$ cat config.mk
export PLATFORM = sky130hd
export DESIGN_NAME = reorder_buffer
export DESIGN_NICKNAME = d
export VERILOG_FILES = /design/src/rtl/reorder_buffer.sv
export SDC_FILE = /design/constraint.sdc
export NUM_CORES = 2
export LEC_CHECK = 0
export CORE_MARGIN = 4
export CORE_UTILIZATION = 50
export CTS_BUF_LIST = sky130_fd_sc_hd__clkbuf_16
export CTS_CLUSTER_SIZE = 20
export DETAILED_ROUTE_END_ITERATION = 7
export DONT_BUFFER_PORTS = 1
export PLACE_DENSITY_LB_ADDON = 0.25
export SLEW_MARGIN = 10
export SYNTH_ARGS = -nofsm -noshare
export SYNTH_HDL_FRONTEND = slang
export SYNTH_SLANG_ARGS = --single-unit
$ cat constraint.sdc
create_clock -name clk -period 58.3 [get_ports clk]
set_input_delay 17.49 -clock clk [delete_from_list [all_inputs] [get_ports clk]]
set_output_delay 17.49 -clock clk [all_outputs]
set_load 0.05 [all_outputs]
$ cat src/rtl/reorder_buffer.sv
// Two-wide in-order retirement buffer: dispatch allocates tags at the tail, EX completes
// entries by tag in any order, and up to two completed head entries retire each cycle.
module reorder_buffer #(
  parameter int DEPTH_LOG = 4
) (
  input  logic                       clk,
  input  logic                       rst_n,
  input  logic [1:0]                 alloc_req,
  input  logic [1:0][4:0]            alloc_rd,
  output logic                       alloc_ready,
  output logic [1:0][DEPTH_LOG-1:0]  alloc_tag,
  input  logic [1:0]                 cmp_valid,
  input  logic [1:0][DEPTH_LOG-1:0]  cmp_tag,
  input  logic [1:0][31:0]           cmp_result,
  input  logic [1:0]                 cmp_taken,
  input  logic [1:0][31:0]           cmp_target,
  output logic [1:0]                 commit_valid,
  output logic [1:0][4:0]            commit_rd,
  output logic [1:0][31:0]           commit_data,
  output logic                       flush,
  output logic [31:0]                flush_pc
);

  localparam int DEPTH = 1 << DEPTH_LOG;
  typedef logic [DEPTH_LOG-1:0] ptr_t;
  typedef logic [DEPTH_LOG:0]   cnt_t;

  // Handshake: alloc_req is consumed at the rising edge only while alloc_ready is high;
  // a dropped request carries no state and dispatch simply re-presents it.

  logic [DEPTH-1:0] busy_q, busy_d;
  logic [DEPTH-1:0] done_q, done_d;
  logic [DEPTH-1:0] taken_q, taken_d;
  logic [4:0]       rd_q     [DEPTH];
  logic [4:0]       rd_d     [DEPTH];
  logic [31:0]      data_q   [DEPTH];
  logic [31:0]      data_d   [DEPTH];
  logic [31:0]      target_q [DEPTH];
  logic [31:0]      target_d [DEPTH];

  ptr_t head_q, head_d;
  ptr_t tail_q, tail_d;
  cnt_t count_q, count_d;

  ptr_t       h1;
  ptr_t       ret_idx [2];
  logic       flush0, flush1;
  logic [1:0] n_ret;
  logic       alloc_fire0, alloc_fire1;
  logic [1:0] n_alloc;

  // Retirement looks only at registered state, so a completion needs one edge to be seen.
  always_comb begin
    h1             = head_q + ptr_t'(1);
    ret_idx[0]     = head_q;
    ret_idx[1]     = h1;
    commit_valid   = '0;
    commit_valid[0] = busy_q[head_q] & done_q[head_q];
    commit_valid[1] = commit_valid[0] & busy_q[h1] & done_q[h1] & ~taken_q[head_q];
    commit_rd[0]   = rd_q[head_q];
    commit_rd[1]   = rd_q[h1];
    commit_data[0] = data_q[head_q];
    commit_data[1] = data_q[h1];
    flush0         = commit_valid[0] & taken_q[head_q];
    flush1         = commit_valid[1] & taken_q[h1];
    flush          = flush0 | flush1;
    if (flush0) begin
      flush_pc = target_q[head_q];
    end else if (flush1) begin
      flush_pc = target_q[h1];
    end else begin
      flush_pc = '0;
    end
    n_ret = {1'b0, commit_valid[0]} + {1'b0, commit_valid[1]};
  end

  always_comb begin
    alloc_ready  = (count_q <= cnt_t'(DEPTH - 2)) && !flush;
    alloc_tag[0] = tail_q;
    alloc_tag[1] = tail_q + ptr_t'(1);
    alloc_fire0  = alloc_ready & alloc_req[0];
    alloc_fire1  = alloc_fire0 & alloc_req[1];
    n_alloc      = {1'b0, alloc_fire0} + {1'b0, alloc_fire1};
  end

  always_comb begin
    busy_d   = busy_q;
    done_d   = done_q;
    taken_d  = taken_q;
    rd_d     = rd_q;
    data_d   = data_q;
    target_d = target_q;
    head_d   = head_q;
    tail_d   = tail_q;
    count_d  = count_q;
    if (flush) begin
      // Everything younger than the branch dies; same-cycle alloc/completion are dropped.
      busy_d  = '0;
      done_d  = '0;
      head_d  = head_q + ptr_t'(n_ret);
      tail_d  = head_q + ptr_t'(n_ret);
      count_d = '0;
    end else begin
      // Slot 1 is applied last so it wins a same-tag double completion.
      for (int s = 0; s < 2; s++) begin
        if (cmp_valid[s] && busy_q[cmp_tag[s]]) begin
          done_d[cmp_tag[s]]   = 1'b1;
          data_d[cmp_tag[s]]   = cmp_result[s];
          taken_d[cmp_tag[s]]  = cmp_taken[s];
          target_d[cmp_tag[s]] = cmp_target[s];
        end
      end
      for (int s = 0; s < 2; s++) begin
        if (commit_valid[s]) begin
          busy_d[ret_idx[s]] = 1'b0;
          done_d[ret_idx[s]] = 1'b0;
        end
      end
      if (alloc_fire0) begin
        busy_d[alloc_tag[0]]  = 1'b1;
        done_d[alloc_tag[0]]  = 1'b0;
        taken_d[alloc_tag[0]] = 1'b0;
        rd_d[alloc_tag[0]]    = alloc_rd[0];
      end
      if (alloc_fire1) begin
        busy_d[alloc_tag[1]]  = 1'b1;
        done_d[alloc_tag[1]]  = 1'b0;
        taken_d[alloc_tag[1]] = 1'b0;
        rd_d[alloc_tag[1]]    = alloc_rd[1];
      end
      head_d  = head_q + ptr_t'(n_ret);
      tail_d  = tail_q + ptr_t'(n_alloc);
      count_d = count_q + cnt_t'(n_alloc) - cnt_t'(n_ret);
    end
  end

  always_ff @(posedge clk or negedge rst_n) begin
    if (!rst_n) begin
      busy_q  <= '0;
      done_q  <= '0;
      taken_q <= '0;
      head_q  <= '0;
      tail_q  <= '0;
      count_q <= '0;
    end else begin
      busy_q  <= busy_d;
      done_q  <= done_d;
      taken_q <= taken_d;
      head_q  <= head_d;
      tail_q  <= tail_d;
      count_q <= count_d;
    end
  end

  // Payload storage is qualified by busy/done, so it needs no reset.
  always_ff @(posedge clk) begin
    rd_q     <= rd_d;
    data_q   <= data_d;
    target_q <= target_d;
  end

endmodule

==> qor.csv <==
metric;value;unit
EDFF count, synth;1104;
initial antenna violation count;4;
Placed Instances;8036;
WP data required;40.81;ns
layout cell share with drive strength beyond 1;17.9;%
Crit. End Element;primary output;
Post-CTS Setup Inserts;0;
Met2 Routed Length;125;mm
initial DRC count;8089;
Met1 Routed Length;96.4;mm
CP Launch Type;flip-flop;
Final Power;0.00539;W
average wire per standard cell;31.7;um
synthesized-area fraction occupied by and/or/nand/nor cells;7.85;%
total gr overflow;0;
DR top layer;met5;
first-pass GRT wire length;382;mm
Crit path largest cell delay;1.08;ns
Seq/Total Area, Yosys;44.3;%
Seq cells post-synth;1165;
fin. max-slew vios;0;
XOR/XNOR Fraction of Synth Area;0.165;%
Max Cap Viol;0;
Post-Synth Adder-Cell Area;0.470;%
Global Route Usage Sum;31.5;%
Resized cells post-CTS;0;
pwr/cell area;64.8;nW/um2
met3 WL;31.3;mm
post-synthesis compound-gate area fraction;8.68;%
multi-input logic area;40700;um2
post-synthesis cell count;6654;
via count;57600;
Final ANT Viol Nets;0;
critical path data arrival time;7.37;ns
synthesized cell area;78200;um2
root buf cell;clkbuf_16;
setup violators final;0;
Starting Density;50.5;%
unrepaired setup endpoints after global routing;no;
minimum hold slack;0.526;ns
I/O Buffers;0;
Worst-Skew Late Latency;0.81;ns
Register Area;34700;um2
Peak Freq;0.0402;GHz
clock sink total;1165;
gpl congestion;0.876;
Max clock buf depth;3;
Chip Height;404;um
mux contribution to synthesized area;34.4;%
Clock Skew;0.0359;ns
largest family of logic cells by synthesized area;multiplexers;
YS warnings;0;
htree depth;4;
Die ar.;163000;um2
# rows;144;
critical path cell sequence;inv_1 > ha_4 > buf_12 > mux4_2 > mux4_2 > inv_1 > o21ba_2 > nor2_4 > buf_4 > inv_8 > and2_1;
worst vdd ir;0.0721;mV
Core Region;155000;um2
# DRC;0;
dominant synthesized flop cell;edfxtp_1;
slowest CP cell;dfrtp_4;
Final Non-Filler Cells;8288;
min Tclk post-route;24.86;ns
detailed-placement wirelength estimate;144;mm
Hold Path Class;reg -> reg;
Layout Nets;6314;
synthesized area per cell;11.8;um2
Critical Path Fanout Max;114;
Yosys cell types;74;
Die X;404;um
status;complete, no violations;
Syn Nets;6835;
post-DR vias/cell;6.95;
worst rel slew slack;15.1;%
crit path kind;reg -> out;
IO Count;272;
vias in the first global route;54400;
wirelength, routed;263;mm
setup TNS;0;ns
period utilisation layout;42.6;%
drt first pass iters;6;
Layout area overhead;6.39;%
CTS tree;done;
FFs w/ async S/R, synth;5.24;%
Slew @ Worst Pin;1.27;ns
LEAKAGE;35.1;nW
pin count of the biggest net entering global routing;164;
final hold violation count;0;
fillers;13000;
Reg clk slew, reported paths;0.06;ns
# hold bufs at CTS;0;
total CTS buffers;139;
-- worst max-delay path: cells and delay by family, from the launching register on --
family	cells	cell delay, ns
buffers and inverters	5	2.38
AOI/OAI and AO/OA	1	0.33
and+or+nand+nor	2	0.61
muxes	2	1.11
DFF	1	1.08
adders and majority gates	1	1.01
-- area by class of cell --
cell class              instances  area share (%)
clock buffers                 140            4.21
multi-input cells            4702            48.9
well taps                    2044            3.07
flip-flops and latches       1165            41.7
inverters                      23           0.125
clock inverters               109           0.955
repair buffers                102            1.01
diodes                          3         0.00902
-- layout by cell type (no fill, tap or decap), drive strengths merged, types with 4 or more instances in the layout --
cell / n
ha: 23
clkbuf: 140
nand2b: 5
and4b: 4
buf: 102
or2: 5
and2: 8
clkinv: 67
xor2: 7
nor4: 6
dfrtp: 61
or3b: 5
and3: 5
a31oi: 7
a22o: 6
edfxtp: 1104
o21ai: 69
nand3: 78
xnor2: 6
a21o: 5
mux4: 683
o211ai: 9
mux2: 60
a21oi: 1166
nor3: 22
nor2: 1110
nand2: 272
bufinv: 8
inv: 56
nor2b: 10
fa: 4
mux2i: 1085
-- flip-flops by register name (all words and copies together), names as in the netlist --
name	flops
count_q	5
rd_q	80
target_q	512
done_q	16
taken_q	16
tail_q	4
head_q	4
data_q	512
busy_q	16
-- per-stage QoR --
stage                     util (%)  setup WS (ns)  instance area [um2]
after global routing          53.8          32.91                83200
after global placement        51.0          34.19                78900
after floorplan                  -           5.46                78200
final                         53.8          33.44                83200
after CTS                     53.8          33.24                83200
after detailed placement      51.0          34.08                78900
-- synthesized netlist by cell type (all sizes together), types with 3 or more instances --
master,instances,area share [%]
o211ai,9,0.086
xnor2,6,0.067
fa,4,0.10
or2,5,0.040
nor4,6,0.067
inv,23,0.11
dfrtp,61,2.0
nor3b,3,0.029
xor2,7,0.098
o41ai,3,0.034
a21oi,1166,7.6
and4b,4,0.051
buf,313,1.8
nor2b,10,0.080
mux2i,1085,14
nand3,78,0.51
nor2,1110,5.3
a21o,5,0.048
nor3,22,0.16
mux4,683,20
mux2,60,0.86
a32oi,3,0.034
and2,8,0.064
ha,23,0.37
nand2,272,1.3
nand2b,5,0.040
or3b,5,0.056
o21ai,69,0.44
clkbuf,451,2.2
a31oi,7,0.056
edfxtp,1104,42
o211a,3,0.038
a22o,6,0.067
and3,5,0.040
-- power by group --
part	switching, W	internal (W)	total, W
Clock	0.000375	0.000473	0.000849
Combinational	0.00151	0.00120	0.00272
Sequential	0.000335	0.00149	0.00183
Total	0.00222	0.00317	0.00539
-- cell families after synthesis --
family / count (synthesis)
buffers and inverters: 787
flip-flops: 1165
AND/OR/NAND/NOR: 1540
adder cells (fa/ha/maj): 27
multiplexers: 1828
XOR/XNOR: 13
AO/OA/AOI/OAI: 1294
-- metal layers --
layer,track usage [%],vias to the layer above
li1,-,24300
met1,41.5,28900
met2,50.8,3784
met3,8.03,648
met4,11.3,4
met5,0,-
-- final timing paths --
path / start / to / slack (ns) / depth (start not counted)
worst max register to register: head_q[0] / target_q[437] / 48.99 / 13
worst min register to register: busy_q[6] / busy_q[6] / 0.53 / 1
min in group asynchronous: rst_n / busy_q[4] / 16.40 / 0
max in group asynchronous: rst_n / head_q[3] / 41.69 / 0
worst min-delay path: busy_q[6] / busy_q[6] / 0.53 / 1
worst max-delay path: head_q[0] / alloc_ready / 33.44 / 11
(Power assumes the default switching activity.)
